File: config.mk
export PLATFORM = sky130hd
export DESIGN_NAME = rca2_bist_ctrl_flat
export DESIGN_NICKNAME = d
export VERILOG_FILES = /design/src/rtl/rca2_bist_ctrl_pkg.sv /design/src/rtl/rca2_bist_ctrl_if.sv /design/src/rtl/rca2_bist_ctrl_fa_golden.sv /design/src/rtl/rca2_bist_ctrl.sv /design/src/flat_wrapper.sv
export SDC_FILE = /design/constraint.sdc
export NUM_CORES = 1
export LEC_CHECK = 0
export CORE_MARGIN = 4
export CORE_UTILIZATION = 49
export CTS_CLUSTER_DIAMETER = 100
export DETAILED_ROUTE_END_ITERATION = 16
export GPL_TIMING_DRIVEN = 1
export PLACE_DENSITY = 0.78
export SYNTH_ARGS = -nofsm -noshare
export SYNTH_HDL_FRONTEND = slang
export SYNTH_HIERARCHICAL = 1
export SYNTH_SLANG_ARGS = --single-unit
File: constraint.sdc
create_clock -name clk -period 2.7 [get_ports clk]
set_input_delay 0.54 -clock clk [delete_from_list [all_inputs] [get_ports clk]]
set_output_delay 0.54 -clock clk [all_outputs]
set_load 0.1 [all_outputs]
File: src/rtl/rca2_bist_ctrl_pkg.sv
// Shared types and constants for the 2-RCA BIST sequencer.
package rca2_pkg;

    localparam int unsigned N_SLICE = 4;
    localparam int unsigned N_PAT   = 8;
    localparam int unsigned PAT_W   = 3;
    localparam int unsigned SET_W   = 4;
    localparam int unsigned CNT_W   = 3;
    localparam int unsigned DFT_MAX = 2;

    typedef enum logic [2:0] {
        IDLE,
        CLR,
        APPLY,
        SAMPLE,
        DONE
    } state_e;

    // Pattern counter bit order seen by the slices.
    typedef struct packed {
        logic a;
        logic b;
        logic cin;
    } pat_t;

    function automatic logic [CNT_W-1:0] popcnt(input logic [N_SLICE-1:0] v);
        logic [CNT_W-1:0] n;
        n = '0;
        for (int i = 0; i < int'(N_SLICE); i++) begin
            n = n + CNT_W'(v[i]);
        end
        return n;
    endfunction

endpackage

File: src/rtl/rca2_bist_ctrl_if.sv
// Slice pattern/response bus and select-generator control between BIST and datapath.
interface rca2_bist_if;
    import rca2_pkg::*;

    logic [N_SLICE-1:0]   slc_sum;
    logic [N_SLICE-1:0]   slc_cout;
    logic [N_SLICE-1:0]   slc_a;
    logic [N_SLICE-1:0]   slc_b;
    logic [N_SLICE-1:0]   slc_cin;
    logic                 init;
    logic                 test;
    logic [2*N_SLICE-1:0] comp;

    modport master (
        input  slc_sum, slc_cout,
        output slc_a, slc_b, slc_cin, init, test, comp
    );

    modport slave (
        output slc_sum, slc_cout,
        input  slc_a, slc_b, slc_cin, init, test, comp
    );

endinterface

File: src/rtl/rca2_bist_ctrl_fa_golden.sv
// Reference full adder that every slice response is compared against.
module rca2_fa_golden (
    input  logic a,
    input  logic b,
    input  logic cin,
    output logic sum,
    output logic cout
);

    assign sum  = a ^ b ^ cin;
    assign cout = (a & b) | (a & cin) | (b & cin);

endmodule

File: src/rtl/rca2_bist_ctrl.sv
// BIST sequencer for the 2-RCA datapath: sweeps all 8 patterns over 4 slices, builds a fault map.
// Optional periodic self-retest is enabled with RCA2_BIST_PERIODIC_EN.
module rca2_bist_ctrl
    import rca2_pkg::*;
#(
    parameter int unsigned SETTLE = 2,
    parameter int unsigned PERIOD = 1024
) (
    input  logic               clk,
    input  logic               rst_n,
    input  logic               start,
    rca2_bist_if.master        bus,
    output logic               busy,
    output logic               done,
    output logic [N_SLICE-1:0] fault_map,
    output logic [CNT_W-1:0]   fault_cnt,
    output logic               uncorr
);

    if (SETTLE < 1 || SETTLE > 15 || PERIOD < 2) begin : g_bad_param
        $error("rca2_bist_ctrl: SETTLE must be 1..15 and PERIOD at least 2");
    end

    state_e               state_q, state_d;
    logic [SET_W-1:0]     cnt_q, cnt_d;
    logic [PAT_W-1:0]     pat_q, pat_d;
    logic [N_SLICE-1:0]   map_q, map_d;
    logic [N_SLICE-1:0]   slc_a_q, slc_a_d, slc_b_q, slc_b_d, slc_cin_q, slc_cin_d;
    logic                 init_q, init_d, test_q, test_d;
    logic                 busy_q, busy_d, done_q, done_d, uncorr_q, uncorr_d;
    logic [2*N_SLICE-1:0] comp_q, comp_d;
    logic [N_SLICE-1:0]   fault_map_q, fault_map_d;
    logic [CNT_W-1:0]     fault_cnt_q, fault_cnt_d;
    logic                 gold_sum, gold_cout, trig_c;
    pat_t                 pat_cur, pat_nxt;

    assign pat_cur = pat_t'(pat_q);
    assign pat_nxt = pat_t'(pat_d);

    rca2_fa_golden u_golden (
        .a    (pat_cur.a),
        .b    (pat_cur.b),
        .cin  (pat_cur.cin),
        .sum  (gold_sum),
        .cout (gold_cout)
    );

`ifdef RCA2_BIST_PERIODIC_EN
    localparam int unsigned PER_W = $clog2(PERIOD);

    logic [PER_W-1:0] per_q, per_d;
    logic             pend_q, pend_d, per_hit;

    // Free-running retest timer; a hit outside IDLE is remembered until IDLE.
    always_comb begin
        per_hit = (per_q == PER_W'(PERIOD - 1));
        per_d   = per_hit ? '0 : per_q + PER_W'(1);
        pend_d  = pend_q;
        if (state_q == DONE) begin
            per_d = '0;
        end
        if (state_q == IDLE) begin
            pend_d = 1'b0;
        end else if (per_hit) begin
            pend_d = 1'b1;
        end
    end

    always_ff @(posedge clk or negedge rst_n) begin
        if (!rst_n) begin
            per_q  <= '0;
            pend_q <= 1'b0;
        end else begin
            per_q  <= per_d;
            pend_q <= pend_d;
        end
    end

    assign trig_c = start | per_hit | pend_q;
`else
    assign trig_c = start;
`endif

    // Sequencing: next state, counters and fault map.
    always_comb begin
        state_d = state_q;
        cnt_d   = cnt_q;
        pat_d   = pat_q;
        map_d   = map_q;
        unique case (state_q)
            IDLE: begin
                if (trig_c) state_d = CLR;
            end
            CLR: begin
                state_d = APPLY;
                cnt_d   = '0;
                pat_d   = '0;
                map_d   = '0;
            end
            APPLY: begin
                if (cnt_q == SET_W'(SETTLE - 1)) begin
                    state_d = SAMPLE;
                    cnt_d   = '0;
                end else begin
                    cnt_d = cnt_q + SET_W'(1);
                end
            end
            SAMPLE: begin
                map_d = map_q | comp_q[N_SLICE-1:0] | comp_q[2*N_SLICE-1:N_SLICE];
                if (pat_q == PAT_W'(N_PAT - 1)) begin
                    state_d = DONE;
                end else begin
                    pat_d   = pat_q + PAT_W'(1);
                    state_d = APPLY;
                end
            end
            DONE:    state_d = IDLE;
            default: state_d = IDLE;
        endcase
    end

    // Registered outputs derived from the upcoming state so they align with it.
    always_comb begin
        init_d      = (state_d == CLR);
        test_d      = (state_d == APPLY) || (state_d == SAMPLE);
        busy_d      = (state_d != IDLE);
        done_d      = (state_d == DONE);
        comp_d      = '0;
        slc_a_d     = slc_a_q;
        slc_b_d     = slc_b_q;
        slc_cin_d   = slc_cin_q;
        fault_map_d = fault_map_q;
        fault_cnt_d = fault_cnt_q;
        uncorr_d    = uncorr_q;
        if (state_d == SAMPLE) begin
            comp_d = {bus.slc_cout ^ {N_SLICE{gold_cout}}, bus.slc_sum ^ {N_SLICE{gold_sum}}};
        end
        if (state_d == APPLY && state_q != APPLY) begin
            slc_a_d   = {N_SLICE{pat_nxt.a}};
            slc_b_d   = {N_SLICE{pat_nxt.b}};
            slc_cin_d = {N_SLICE{pat_nxt.cin}};
        end
        if (state_d == DONE) begin
            fault_map_d = map_d;
            fault_cnt_d = popcnt(map_d);
            uncorr_d    = (fault_cnt_d > CNT_W'(DFT_MAX));
        end
    end

    always_ff @(posedge clk or negedge rst_n) begin
        if (!rst_n) begin
            state_q     <= IDLE;
            cnt_q       <= '0;
            pat_q       <= '0;
            map_q       <= '0;
            slc_a_q     <= '0;
            slc_b_q     <= '0;
            slc_cin_q   <= '0;
            init_q      <= 1'b1;
            test_q      <= 1'b0;
            busy_q      <= 1'b0;
            done_q      <= 1'b0;
            comp_q      <= '0;
            fault_map_q <= '0;
            fault_cnt_q <= '0;
            uncorr_q    <= 1'b0;
        end else begin
            state_q     <= state_d;
            cnt_q       <= cnt_d;
            pat_q       <= pat_d;
            map_q       <= map_d;
            slc_a_q     <= slc_a_d;
            slc_b_q     <= slc_b_d;
            slc_cin_q   <= slc_cin_d;
            init_q      <= init_d;
            test_q      <= test_d;
            busy_q      <= busy_d;
            done_q      <= done_d;
            comp_q      <= comp_d;
            fault_map_q <= fault_map_d;
            fault_cnt_q <= fault_cnt_d;
            uncorr_q    <= uncorr_d;
        end
    end

    assign bus.slc_a   = slc_a_q;
    assign bus.slc_b   = slc_b_q;
    assign bus.slc_cin = slc_cin_q;
    assign bus.init    = init_q;
    assign bus.test    = test_q;
    assign bus.comp    = comp_q;
    assign busy        = busy_q;
    assign done        = done_q;
    assign fault_map   = fault_map_q;
    assign fault_cnt   = fault_cnt_q;
    assign uncorr      = uncorr_q;

endmodule

File: src/flat_wrapper.sv
// flat-port wrapper written by rule: the top's interface ports become plain ports
module rca2_bist_ctrl_flat import rca2_pkg::*;
#(
    parameter int unsigned SETTLE = 2,
    parameter int unsigned PERIOD = 1024
)
  (clk, rst_n, start, busy, done, fault_map, fault_cnt, uncorr, bus_slc_sum, bus_slc_cout, bus_slc_a, bus_slc_b, bus_slc_cin, bus_init, bus_test, bus_comp);
  rca2_bist_if bus_i ();
  input  logic clk;
  input  logic rst_n;
  input  logic start;
  output logic busy;
  output logic done;
  output logic [N_SLICE-1:0] fault_map;
  output logic [CNT_W-1:0] fault_cnt;
  output logic uncorr;
  input wire logic [$bits(bus_i.slc_sum)-1:0] bus_slc_sum;
  input wire logic [$bits(bus_i.slc_cout)-1:0] bus_slc_cout;
  output wire logic [$bits(bus_i.slc_a)-1:0] bus_slc_a;
  output wire logic [$bits(bus_i.slc_b)-1:0] bus_slc_b;
  output wire logic [$bits(bus_i.slc_cin)-1:0] bus_slc_cin;
  output wire logic [$bits(bus_i.init)-1:0] bus_init;
  output wire logic [$bits(bus_i.test)-1:0] bus_test;
  output wire logic [$bits(bus_i.comp)-1:0] bus_comp;
  assign bus_i.slc_sum = bus_slc_sum;
  assign bus_i.slc_cout = bus_slc_cout;
  assign bus_slc_a = bus_i.slc_a;
  assign bus_slc_b = bus_i.slc_b;
  assign bus_slc_cin = bus_i.slc_cin;
  assign bus_init = bus_i.init;
  assign bus_test = bus_i.test;
  assign bus_comp = bus_i.comp;
  rca2_bist_ctrl #(.SETTLE(SETTLE), .PERIOD(PERIOD)) u_core (.clk(clk), .rst_n(rst_n), .start(start), .bus(bus_i), .busy(busy), .done(done), .fault_map(fault_map), .fault_cnt(fault_cnt), .uncorr(uncorr));
endmodule
==> run metrics <==
outcome=finished clean; Port-buffer cells=42; slowest CP cell=fa_1; CTS tree=done; CP required=2.95 ns; CP cell instances=or2_2, a21oi_1, nor2_1, fa_1, ha_1, inv_1, ha_1, a21oi_1, mux2_4; Seq/Total Area, Yosys=52.6%; worst min-delay path class=register to register; Starting DRT DRC Count=43; antenna fix cells=0; count of mapped cells out of synthesis=between 100 and 150; # H-tree levels=2; Async S/R FF share, synth=100%; synthesized net count=168; Distinct cells, synth=35; area growth from synthesis to layout=21.1%; commonest non-fill, non-tap cell in the layout=buf_4; # hold bufs at CTS=0; Post-Syn Area per Cell=11.8 sq um; Residual DRC=0; Slew Viols, Final=0; area of the core=about 0.0034 sq mm; I/O pin count=43; worst skew pair latency=roughly 0.35 ns; vias in the first global route=about 1200; EDFF count, synth=0; Final setup viols=0; # Post-CTS Setup Buffers=0; Startpoint Class=register; Final HPWL DP=2600 um; Tightest Pin Transition=0.464 ns; area fraction of the dominant cell type after synthesis=about half; RSZ-0062 raised after global routing=false; DR pass1 iterations=4; final setup TNS=0 ns; layout cells sized above 1=roughly 37%; headroom to the max-slew limit=69.1%; Total Routed Length=3450 um; CP top delay family=adder cells; nets=between 200 and 250; max-cap violations=0; Crit Path Category=register to register; critical path data arrival time=between 2 and 3 ns; clock skew=approximately 0.016 ns; post-synth top area cell=dfrtp_1; clk buf depth=2; Vias=roughly 1200; global route overflow=0; die area=around 0.0046 sq mm; initial antenna violation count=0; R2R setup slack=0.15 ns; DIE WIDTH=slightly below 70 um; Initial Util=51.6%; commonest non-fill, non-tap cells in the layout=buf_4 (36), dfrtp_1 (30), nor2_1 (17); Final min period=roughly 2.5 ns; clock root buffer=clkbuf_4; max incr delay on CP=between 0.5 and 0.6 ns; Final GP Congestion=~0.86; Die Ht=~68 um; critical path fanouts, max=2; Seq cells post-synth=37; clock sink count=37; CTS Buf Count=5; Layout Cells excl Fill=around 230; ys flop type=dfrtp_1; mapped cell area=approximately 0.0018 sq mm; Fmax achieved=roughly 0.39 GHz; Clk pin slew, worst setup/hold paths=~0.11 ns; vias per cell=5.12; Resized cells post-CTS=0; GRT Total Usage=17.0%; ANT nets after route=0; CP Capture Type=register; Syn. warnings=6; Final Hold Fails=0; DP Cell Count=between 200 and 250; Buf+Inv Stages, Crit Path=1; period utilization=94.3%; first-pass GRT wire length=~5500 um; Cell Rows=21; largest net degree at the start of global routing=38; Synth area leaders=dfrtp_1 (51%), xnor2_1 (4.5%), ha_1 (4.3%); WL per Instance=14.7 um
==> state kept, by name (all words and copies together) (netlist names), 3 cells and up <==
register          count
u_core/cnt_q          4
u_core/map_q          4
u_core/pat_cur        3
u_core/fault_map      4
u_core/fault_cnt      3
u_core/bus.comp       8
u_core/state_q        3
==> final cells by class <==
type / instances / area, sq um
Timing Repair Buffer: 46 / 370
Inverter: 5 / 18.8
Clock buffer: 7 / 45.0
Sequential cell: 37 / 935
Fill cell: 286 / 1280
Multi-Input combinational cell: 92 / 704
Clock inverter: 1 / 5.00
Tap cell: 46 / 57.6
==> cell usage after synthesis (2+ instances only) <==
cell type	n
xnor2_1	9
buf_1	2
mux2_4	5
a21oi_1	9
fa_1	2
nor3b_4	2
a22o_2	2
ha_1	6
buf_4	9
a31oi_1	2
inv_1	4
nand3_1	2
dfrtp_1	36
buf_6	3
nor2_1	17
o21ai_0	10
nand3b_1	2
nand2_1	3
or2_2	5
o31ai_1	4
==> routing by layer <==
| metal | global-route usage (%) | share of wire, % | vias up | wire, um |
|---|---|---|---|---|
| met5 | 0 | 0 | - | 0 |
| met4 | 7.94 | 1.8 | 0 | 61 |
| met3 | 8.21 | 8.2 | 6 | 284 |
| met2 | 26.0 | 48 | 39 | 1640 |
| met1 | 20.2 | 42 | 575 | 1460 |
| li1 | - | - | 578 | - |
==> worst paths after layout <==
check	start	to	cells past startpoint
max	u_core/bus.comp[3]$_DFF_PN0_	u_core/uncorr$_DFFE_PN0P_	9
min	u_core/fault_cnt[1]$_DFFE_PN0P_	u_core/fault_cnt[1]$_DFFE_PN0P_	1
max reg2reg	u_core/bus.comp[3]$_DFF_PN0_	u_core/uncorr$_DFFE_PN0P_	9
min reg2reg	u_core/fault_cnt[1]$_DFFE_PN0P_	u_core/fault_cnt[1]$_DFFE_PN0P_	1
max in group asynchronous	rst_n	u_core/bus.init$_DFF_PN1_	2
min in group asynchronous	rst_n	u_core/bus.slc_a[0]$_DFFE_PN0P_	2
==> cell families (layout without fill, tap and decap cells) <==
logic type	Yosys count	in the layout	share of synthesized area (%)
buf+inv	20	59	7.52
xor+xnor	9	9	4.47
simple gates	39	39	14.0
compound gates	31	31	10.7
mux	5	5	4.26
flops	37	37	52.6
fa+ha+maj	8	8	6.52
==> stage by stage <==
step	setup slack (ns)	util [%]	hold WS [ns]	area (sq um)
floorplan	0.0696	-	0.244	1770
global placement	0.293	61.1	0.495	2090
detailed placement	0.184	61.1	0.495	2090
CTS	0.138	62.5	0.523	2140
global route	0.0237	62.5	0.532	2140
finish	0.153	62.5	0.523	2140
Power is left out: the tool's default activity adds up to more than one toggle a clock period on the data nets, which glitch-free logic cannot reach.
